[config.mk]
export PLATFORM = sky130hd
export DESIGN_NAME = pipeline_control
export DESIGN_NICKNAME = d
export VERILOG_FILES = /design/src/rtl/pipeline_control_pkg.sv /design/src/rtl/pipeline_control_load_use_detect.sv /design/src/rtl/pipeline_control.sv
export SDC_FILE = /design/constraint.sdc
export NUM_CORES = 1
export LEC_CHECK = 0
export CAP_MARGIN = 20
export CELL_PAD_IN_SITES_DETAIL_PLACEMENT = 1
export CELL_PAD_IN_SITES_GLOBAL_PLACEMENT = 2
export CORE_MARGIN = 2
export CORE_UTILIZATION = 40
export CTS_BUF_LIST = sky130_fd_sc_hd__clkbuf_4 sky130_fd_sc_hd__clkbuf_8 sky130_fd_sc_hd__clkbuf_16
export CTS_CLUSTER_SIZE = 8
export DETAILED_ROUTE_END_ITERATION = 10
export DONT_BUFFER_PORTS = 1
export PLACE_DENSITY_LB_ADDON = 0.1
export SETUP_SLACK_MARGIN = 0.02
export SYNTH_ARGS = -nofsm -noshare
export SYNTH_HDL_FRONTEND = slang
export SYNTH_SLANG_ARGS = --single-unit
[constraint.sdc]
create_clock -name clk -period 5.5 [get_ports clk]
set_input_delay 1.375 -clock clk [delete_from_list [all_inputs] [get_ports clk]]
set_output_delay 1.375 -clock clk [all_outputs]
set_load 0.005 [all_outputs]
[src/rtl/pipeline_control_pkg.sv]
// Shared types for the LC-3b pipeline stall/flush sequencer.
package pipeline_control_pkg;

  // Register specifier width used across the LC-3b datapath
  typedef logic [2:0] lc3b_reg;

  // RUN:  normal issue, first (or only) D access of a MEM op
  // IND2: second D access of an LDI/STI is in progress
  typedef enum logic {
    RUN  = 1'b0,
    IND2 = 1'b1
  } lc3b_pipe_ctrl_state;

endpackage

[src/rtl/pipeline_control_load_use_detect.sv]
// Load-use hazard detection: a load in ID/EX whose destination is read by the
// instruction currently in IF/ID.
module pipeline_control_load_use_detect
  import pipeline_control_pkg::*;
(
  input  logic    ex_is_load,
  input  lc3b_reg ex_dest,
  input  lc3b_reg id_sr1,
  input  lc3b_reg id_sr2,
  input  logic    id_sr1_used,
  input  logic    id_sr2_used,
  output logic    hazard
);

  logic sr1_hit;
  logic sr2_hit;

  // Compare each live source register against the pending load's destination
  always_comb begin
    sr1_hit = id_sr1_used & (id_sr1 == ex_dest);
    sr2_hit = id_sr2_used & (id_sr2 == ex_dest);
    hazard  = ex_is_load & (sr1_hit | sr2_hit);
  end

endmodule

[src/rtl/pipeline_control.sv]
// Central stall/flush sequencer for the five-stage LC-3b pipeline.
//
// state | meaning
// RUN   | normal issue; MEM op performs its first/only D access
// IND2  | LDI/STI second D access outstanding (mem_phase = 1)
module pipeline_control
  import pipeline_control_pkg::*;
#(
  parameter int CNT_W = 16
) (
  input  logic             clk,
  input  logic             reset,
  input  logic             imem_read,
  input  logic             imem_resp,
  input  logic             dmem_req,
  input  logic             dmem_resp,
  input  logic             mem_indirect,
  input  logic             mem_br_taken,
  input  logic             ex_is_load,
  input  logic [2:0]       ex_dest,
  input  logic [2:0]       id_sr1,
  input  logic [2:0]       id_sr2,
  input  logic             id_sr1_used,
  input  logic             id_sr2_used,
  output logic             pc_stall,
  output logic             stall_if_id,
  output logic             stall_id_ex,
  output logic             stall_ex_mem,
  output logic             stall_mem_wb,
  output logic             flush_if_id,
  output logic             flush_id_ex,
  output logic             flush_ex_mem,
  output logic             flush_mem_wb,
  output logic             mem_phase,
  output logic [CNT_W-1:0] stall_count,
  output logic [CNT_W-1:0] flush_count
);

  lc3b_pipe_ctrl_state state;

  logic hazard;
  logic imem_wait;
  logic dmem_wait;
  logic dmem_done;
  logic ind_first;
  logic freeze;
  logic br_fire;

  pipeline_control_load_use_detect u_load_use (
    .ex_is_load  (ex_is_load),
    .ex_dest     (ex_dest),
    .id_sr1      (id_sr1),
    .id_sr2      (id_sr2),
    .id_sr1_used (id_sr1_used),
    .id_sr2_used (id_sr2_used),
    .hazard      (hazard)
  );

  // Priority-ordered barrier/PC control, combinational from state and inputs.
  // ind_first is RUN-qualified, so in IND2 the completing D handshake does not
  // freeze and the normal advance rules take over on the exit cycle.
  always_comb begin
    imem_wait    = imem_read & ~imem_resp;
    dmem_wait    = dmem_req & ~dmem_resp;
    dmem_done    = dmem_req & dmem_resp;
    ind_first    = (state == RUN) & mem_indirect & dmem_done;
    freeze       = imem_wait | dmem_wait | ind_first;
    br_fire      = 1'b0;
    pc_stall     = 1'b0;
    stall_if_id  = 1'b0;
    stall_id_ex  = 1'b0;
    stall_ex_mem = 1'b0;
    stall_mem_wb = 1'b0;
    flush_if_id  = 1'b0;
    flush_id_ex  = 1'b0;
    flush_ex_mem = 1'b0;
    flush_mem_wb = 1'b0;
    if (reset) begin
      flush_if_id  = 1'b1;
      flush_id_ex  = 1'b1;
      flush_ex_mem = 1'b1;
      flush_mem_wb = 1'b1;
    end else if (freeze) begin
      pc_stall     = 1'b1;
      stall_if_id  = 1'b1;
      stall_id_ex  = 1'b1;
      stall_ex_mem = 1'b1;
      stall_mem_wb = 1'b1;
    end else if (mem_br_taken) begin
      // Branch wins over load-use: the hazarding instruction is squashed anyway
      br_fire      = 1'b1;
      flush_if_id  = 1'b1;
      flush_id_ex  = 1'b1;
      flush_ex_mem = 1'b1;
    end else if (hazard) begin
      pc_stall     = 1'b1;
      stall_if_id  = 1'b1;
      flush_id_ex  = 1'b1;
    end
  end

  // Indirect-access sequencer with registered mem_phase. Leaving IND2 waits
  // for the pipeline to actually advance so the LDI/STI is not re-seen in RUN.
  always_ff @(posedge clk or posedge reset) begin
    if (reset) begin
      state     <= RUN;
      mem_phase <= 1'b0;
    end else begin
      case (state)
        RUN: begin
          if (ind_first) begin
            state     <= IND2;
            mem_phase <= 1'b1;
          end
        end
        IND2: begin
          if (dmem_done & ~imem_wait) begin
            state     <= RUN;
            mem_phase <= 1'b0;
          end
        end
        default: begin
          state     <= RUN;
          mem_phase <= 1'b0;
        end
      endcase
    end
  end

  // Saturating statistics: PC-hold cycles and taken-branch flushes
  always_ff @(posedge clk or posedge reset) begin
    if (reset) begin
      stall_count <= '0;
      flush_count <= '0;
    end else begin
      if (pc_stall && !(&stall_count)) stall_count <= stall_count + 1'b1;
      if (br_fire && !(&flush_count)) flush_count <= flush_count + 1'b1;
    end
  end

endmodule

# Yosys cells after proc, flatten, opt, wreduce, memory -nomap -nowiden
# Index checks and enable logic that the tools add are counted.
# totals
latch_bits	0
n_memories	0
romBits	0
register_bits	34
mem_bits_rw	0
input_bits	20
elab_cells	53
# op_classes
reduce_logical	7
shift	0
n_lt_le_gt_ge	0
bitwise	16
mul	0
n_eq_ne	4
div	0
mux	20
n_addsub	2
# op_table
cell	n
16-bit by 1-bit adder with 16-bit output, second input constant	2
16-bit AND reduction	2
1-bit two-way mux	18
1-bit bitwise AND	9
3-bit == test	2
1-bit inverter	4
1-bit case mux with 2 select lines	2
1-bit OR	3
1-bit logical AND	2
1-bit logical NOT	2
2-bit by 1-bit inequality test with 1-bit output, second input constant	1
2-bit inequality test, second input constant	1
2-bit AND reduction	1

# Logic depth before layout (Yosys ltp)
# Gate-level depths: netlist (run 1).
# depth
depth_word	9
depth_mapped	7

# By module
# Synthesis (run 1) repeated with hierarchy kept, for this count alone.
# unflattened
hier_cells	178
area_unflattened_um2	1841.8
# modules_own_cells
module	area_per_inst_um2	cells_each	instances
pipeline_control	1769.2	169	1
pipeline_control_load_use_detect	72.6	9	1

# Worst setup path before layout (run 1)
# No wires, ideal clock.
# synth_timing
path_type	input to output
start	in ex_dest[0]
end	out stall_if_id
n_path_buf	2
arrival_time_ns	2.482
cell_stages	7
setup_slack_ns	1.643
path_cell_list	xnor2_1 -> nand4_1 -> a21boi_2 -> buf_2 -> nor2_1 -> nor2_1 -> buf_4
# synth_via
elab_chain_cells	8
elab_cells_between_ends	10
classes_between	eq/ne: 2; mux: 4; bitwise: 4
# synth_lines
item	line	text
start, declared	pipeline_control.sv:20	input logic [2:0] ex_dest,
3-bit == test, on equally long branches	pipeline_control_load_use_detect.sv:20, pipeline_control_load_use_detect.sv:21	
1-bit bitwise AND, on equally long branches	pipeline_control_load_use_detect.sv:20, pipeline_control_load_use_detect.sv:21	
1-bit OR (*)	pipeline_control_load_use_detect.sv:22	hazard = ex_is_load & (sr1_hit | sr2_hit);
1-bit bitwise AND (*)	pipeline_control_load_use_detect.sv:22	
1-bit two-way mux (*) (4 in a row)	-	
end, declared	pipeline_control.sv:26	output logic stall_if_id,
# Every way passes the cells marked *; elsewhere a longest branch is shown, timed or not.

# Worst setup path after layout (run 1)
# layout_timing
start	in ex_dest[1]
end	out pc_stall
# layout_via
elab_chain_cells	8
elab_cells_between_ends	10
classes_between	eq/ne: 2; mux: 4; bitwise: 4
# layout_lines
item	line	text
3-bit == test, on equally long branches	pipeline_control_load_use_detect.sv:20, pipeline_control_load_use_detect.sv:21	
1-bit bitwise AND, on equally long branches	pipeline_control_load_use_detect.sv:20, pipeline_control_load_use_detect.sv:21	
1-bit OR (*)	pipeline_control_load_use_detect.sv:22	
1-bit bitwise AND (*)	pipeline_control_load_use_detect.sv:22	
1-bit two-way mux (*)	pipeline_control.sv:95	end else if (hazard) begin
1-bit two-way mux (*)	pipeline_control.sv:89	end else if (mem_br_taken) begin
1-bit two-way mux (*)	pipeline_control.sv:83	end else if (freeze) begin
1-bit two-way mux (*)	pipeline_control.sv:78	if (reset) begin
end, declared	pipeline_control.sv:25	output logic pc_stall,
# Marked as above.

==> impl_results.md, run 1 <==
- Maximum VDD drop: 0.1197 mV
- Setup TNS: 0 ps
- Hold_buf cts: 0
- WP data required: 4120 ps
- Crit Path Category: input pin to output port
- DRC Markers: 0
- Area share of fa/ha/maj cells after synthesis: 1.311%
- Mean post-synth cell area: 10.26 sq um
- Ys Warns: 0
- Count of final setup violators: 0
- Detailed Routing Iterations Pass 1: 4
- EDFF count, synth: 0
- Final Util: 43.52%
- Largest family of logic cells by synthesized area: simple AND/OR/NAND/NOR gates
- Sequential cell area fraction in the yosys report: 44.59%
- Fin nets: 209
- CTS H-tree lvls: 2
- Clock buffer depth: 2
- Main synth FF type: dfrtp_1
- Simple-Gate Fraction of Synth Area: 23.93%
- CP Launch Type: input pin
- Reg2reg end: flush_count[1]
- Worst hold stages: 1
- Final RePlAce weighted congestion: 0.7805
- Sink Count: 34
- Row Count: 25
- Total of max-cap violations: 0
- Die ar.: 5338 sq um
- Synthesized net count: 208
- Post-CTS sizing: 0
- Total gr overflow: 0
- Synth async-reset ratio: 100.0%
- Area contributors post-synth: dfrtp_1 45%, xnor2_1 14%, nand3_1 3.4%
- Share of the synthesized area in the top cell type: 44.59%
- Power Dens Cells: 326.4 nW/um^2
- Leakage: 0.8390 nW
- Crit path time final: 3927 ps
- First-pass GRT wire length: 7472 microns
- Synth cell types: 39
- CTS Root Cell: clkbuf_8
- CP Capture Type: output port
- Worst Hold Class: register to register
- CTS tree: done
- Worst slew pin tran: 736.3 ps
- Initial Utilization: 40.94%
- Dpl ws: 1572 ps
- Max-slew headroom: 50.63%
- Final Cycle Share: 71.40%
- Syn Inst Count: 186
- Synth Area in XOR/XNOR: 15.15%
- Die height: 73.07 microns
- Hold endpoint: flush_count[15]
- Drt wl/cell: 18.56 microns
- Fraction of layout cells with a size suffix above 1: 10.11%
- Post-synth top cells: 34 x dfrtp_1, 30 x xnor2_1, 13 x nand2_1, 13 x nand3_1
- Synthesized area: 1908 sq um
- Iter 0 DRT Violations: 15
- Diodes inserted: 0
- Final wirelength: 4492 microns
- Gr usage total: 18.05%
- Largest net degree at the start of global routing: 21
- Slew Limit Fails: 0
- DR vias/cell: 5.971
- Synth area leader: dfrtp_1
- Postcts setup bufs: 0
- Count of final hold-check violations: 0
- Die Span X: 73.07 microns
- Antenna viol nets, final: 0
- Num CTS Buffers: 5
- Core Region: 4661 sq um
- Count leader, synth: dfrtp_1
- WP data arrival: 2550 ps
- Via Count: 1445
- # port buffers: 0
- FF+latch count, synth: 34
- R2r setup slk: 3340 ps
- Clk slew on worst S/H paths: 70 ps
- Critical path peak fanout: 17
- Final WS setup: 1573 ps
- Hold Path Origin: flush_count[15]
- Max Clock Freq: 254.6 MHz
- Reg-to-reg startpoint: flush_count[4]
- Placed wire-length estimate: 3365 microns
- Vias in the first global route: 1574
- RSZ-0062 raised after global routing: false
- Worst skew pair latency: 280 ps
- Compound-gate portion of the synthesized area: 8.852%
- Area growth from synthesis to layout: 6.295%
- I/O Pins: 62
- R2R depth: 5
- Antenna violations before repair: 0
- Max Clock Skew: 2.256 ps
- Mux contribution to synthesized area: 2.557%
- Status: finished, final reports clean
==> per-layer routing <==
layer  track usage, %  wire length [microns]
met1            19.93                   1819
met2            32.03                   2361
met3            5.249                    210
met4            7.613                    102
met5                0                      0
==> where the power goes <==
group | leakage, nW | internal [mW] | switching, mW
clock network | 0.0517 | 0.106 | 0.0872
logic | 0.336 | 0.0555 | 0.0563
registers | 0.451 | 0.290 | 0.0671
==> flip-flops by register name, summed over array words and instances, names as in the netlist <==
name and cells:
stall_count 16, flush_count 16, state 1, mem_phase 1
==> how the worst max path moves through the flow <==
stage	from	endpoint	slack [ps]	cells after the start
2_1_floorplan	ex_dest[0]	stall_if_id	1640	7
3_3_place_gp	ex_dest[1]	stall_if_id	1600	5
3_5_place_dp	ex_dest[1]	pc_stall	1570	5
4_1_cts	ex_dest[1]	pc_stall	1570	5
5_1_grt	ex_dest[2]	pc_stall	1440	5
6_report	ex_dest[1]	pc_stall	1570	5
==> per-stage QoR <==
stage / instance area, sq um / cells / hold WS (ps) / total power [mW]
after global placement: 1933 / 234 / 487.8 / 0.4642
final: 2028 / 242 / 522.7 / 0.6619
after detailed placement: 1933 / 234 / 514.6 / 0.4766
after global routing: 2028 / 242 / 553.0 / 0.7031
after floorplan: 1908 / 186 / 464.4 / 0.4374
after CTS: 2028 / 242 / 524.1 / 0.6726
==> final cells by class <==
class,instances,area (sq um)
fill,519,2633
multi-input combinational,141,988.4
sequential,34,850.8
clock buffer,7,90.09
tap,54,67.56
timing repair buffer,2,15.01
inverter,3,11.26
clock inverter,1,5.005
==> cells in the final DEF, fill, tap and decap left out, drive strengths merged, types with 4 or more instances in the layout <==
| cell | instances |
|---|---|
| and3 | 10 |
| dfrtp | 34 |
| xnor2 | 30 |
| o21ai | 7 |
| o211ai | 7 |
| nand2 | 13 |
| clkbuf | 7 |
| nand4 | 11 |
| o2111ai | 5 |
| nand3 | 13 |
| nor2 | 11 |
| mux2 | 4 |
| nor3 | 5 |
==> critical path: stages <==
cell and delay (ps):
xnor2_1 130, nand4_1 120, a21boi_2 610, nor2_1 80
nor2_1 220
==> kinds of logic (layout without fill, tap and decap cells) <==
family          count (synthesis)  count (layout)
compound gates                 24              24
xor+xnor                       33              33
simple gates                   78              78
fa+ha+maj                       2               2
buf+inv                        11              13
flops                          34              34
mux                             4               4
Power figures use the tool's default switching activity.
==> run 2: changes to the inputs <==
CORE_UTILIZATION = 38   (was 40)
clock period = 4.09 ns   (was 5.5 ns; I/O delays follow)
==> run 2 against run 1 <==
  * Total power is 30% higher
  * Hold slack got worse by 12 ps
  * Sequential share of layout area fell by 0.15 points
  * Cell count rose by 5.4%
  * Cell area grew 0.37%
  * Die area rose by 5.0%
  * Critical path depth stayed put
  * Largest power group unchanged
  * Highest routed layer unchanged
  * Non-clock buffer count increased by 1
  * Sequential power rose by 34%
  * Sequential cell count did not move
  * Combinational power grew 34%
  * Critical endpoint unchanged
  * Clock power rose by 21%
==> impl_results.md, run 2 (synthesis results as in run 1) <==
- Status: finished, final reports clean
- Fraction of layout cells with a size suffix above 1: 10.11%
- DR vias/cell: 5.643
- Worst hold stages: 1
- R2r setup slk: 2050 ps
- Largest net degree at the start of global routing: 21
- Max Clock Freq: 327.8 MHz
- Total of max-cap violations: 0
- Leakage: 0.8365 nW
- Initial Utilization: 39.87%
- Crit path time final: 3050 ps
- CP Capture Type: output port
- Iter 0 DRT Violations: 60
- CTS H-tree lvls: 2
- Row Count: 25
- CP startpoint: imem_resp
- Clock buffer depth: 2
- Slew Limit Fails: 0
- Power Dens Cells: 423.6 nW/um^2
- Postcts setup bufs: 0
- Max Clock Skew: 8.113 ps
- CP cell instances: nand2b_1 > and4_1 > nor2_2 > inv_1 > nor2_1
- Final wirelength: 4525 microns
- Setup TNS: 0 ps
- Hold_buf cts: 0
- Clk slew on worst S/H paths: 60 ps
- Critical path peak fanout: 6
- First-pass GRT wire length: 7376 microns
- Slowest CP cell: and4_1
- Maximum VDD drop: 0.1755 mV
- Hold_ws: 511.1 ps
- Placed wire-length estimate: 3441 microns
- Reg-to-reg startpoint: stall_count[0]
- Fin nets: 210
- Max incr delay on CP: 300 ps
- CTS tree: done
- Drt wl/cell: 17.75 microns
- Final RePlAce weighted congestion: 0.8291
- Max-slew headroom: 55.35%
- Hold Path Origin: state
- Total Power: 0.8624 mW
- Final Cycle Share: 74.58%
- Dpl cells: 248
- Non-Filler Instances: 255
- Vias in the first global route: 1569
- Dpl ws: 1037 ps
- Gr usage total: 17.41%
- Regs by FF count: flush_count (16), stall_count (16)
- Commonest non-fill, non-tap cell in the layout: dfrtp_1
- Commonest cells after routing, fill and taps aside: 34 x dfrtp_1, 30 x xnor2_1, 13 x nand3_1, 13 x nand2_1
- I/O Pins: 62
- Post-CTS sizing: 0
- WP data required: 3070 ps
- Worst skew pair latency: 290 ps
- Die Span X: 74.86 microns
- CP Launch Type: input pin
- DRC Markers: 0
- Diodes inserted: 0
- R2R depth: 6
- Total gr overflow: 0
- Final WS setup: 1040 ps
- Core Region: 4786 sq um
- Sink Count: 34
- Worst Hold Class: register to register
- Worst slew pin tran: 669.0 ps
- Detailed Routing Iterations Pass 1: 4
- Via Count: 1439
- Num CTS Buffers: 5
- WP data arrival: 2030 ps
- Count of final setup violators: 0
- Die ar.: 5604 sq um
- Hold endpoint: state
- RSZ-0062 raised after global routing: false
- Area growth from synthesis to layout: 6.688%
- Reg2reg end: stall_count[14]
- # port buffers: 0
- CTS Root Cell: clkbuf_8
- Die height: 74.86 microns
- Antenna viol nets, final: 0
- Crit Path Category: input pin to output port
- Count of final hold-check violations: 0
- Antenna violations before repair: 0
==> run 2: changes by cell type in the layout (fill, tap and decap cells not counted), sizes merged <==
cell    before  now
clkinv       1    2
buf          2    3
clkbuf       7    5
==> run 2: per-layer routing <==
metal | vias up | wire length, microns | global-route usage [%]
li1 | 675 | - | -
met1 | 720 | 1845 | 19.18
met2 | 38 | 2370 | 30.60
met3 | 6 | 243 | 6.024
met4 | 0 | 65 | 6.944
met5 | - | 0 | 0
==> run 2: final cells by class <==
class                   count  area [sq um]
inverters                   3         11.26
well taps                  67         83.83
multi-input cells         141         988.4
repair buffers              3         22.52
fillers                   537          2750
clock inverters             2         10.01
flip-flops and latches     34         850.8
clock buffers               5         68.82
==> run 2: power by group <==
| part | internal, mW | total, mW | switching [mW] | leakage (nW) |
|---|---|---|---|---|
| combinational | 0.0745 | 0.150 | 0.0758 | 0.342 |
| clock | 0.114 | 0.234 | 0.120 | 0.0438 |
| sequential | 0.390 | 0.478 | 0.0881 | 0.451 |
| total | 0.579 | 0.862 | 0.284 | 0.836 |
==> run 2: worst max path at each step <==
stage                     cells after the start           to  slack, ps
after floorplan                               7  stall_if_id        940
after global placement                        5     pc_stall       1070
after CTS                                     5     pc_stall       1030
final                                         5     pc_stall       1040
after global routing                          5     pc_stall        940
after detailed placement                      5     pc_stall       1040
==> run 2: worst max-delay path: cells and delay by family <==
family | cells | cell delay (ps)
and+or+nand+nor | 4 | 880
buffers and inverters | 1 | 120
==> run 2: stage by stage <==
step / cell area, sq um / utilization (%)
after floorplan: 1908 / -
after global placement: 1957 / 40.89
after detailed placement: 1957 / 40.89
after CTS: 2036 / 42.54
after global routing: 2036 / 42.54
final: 2036 / 42.54
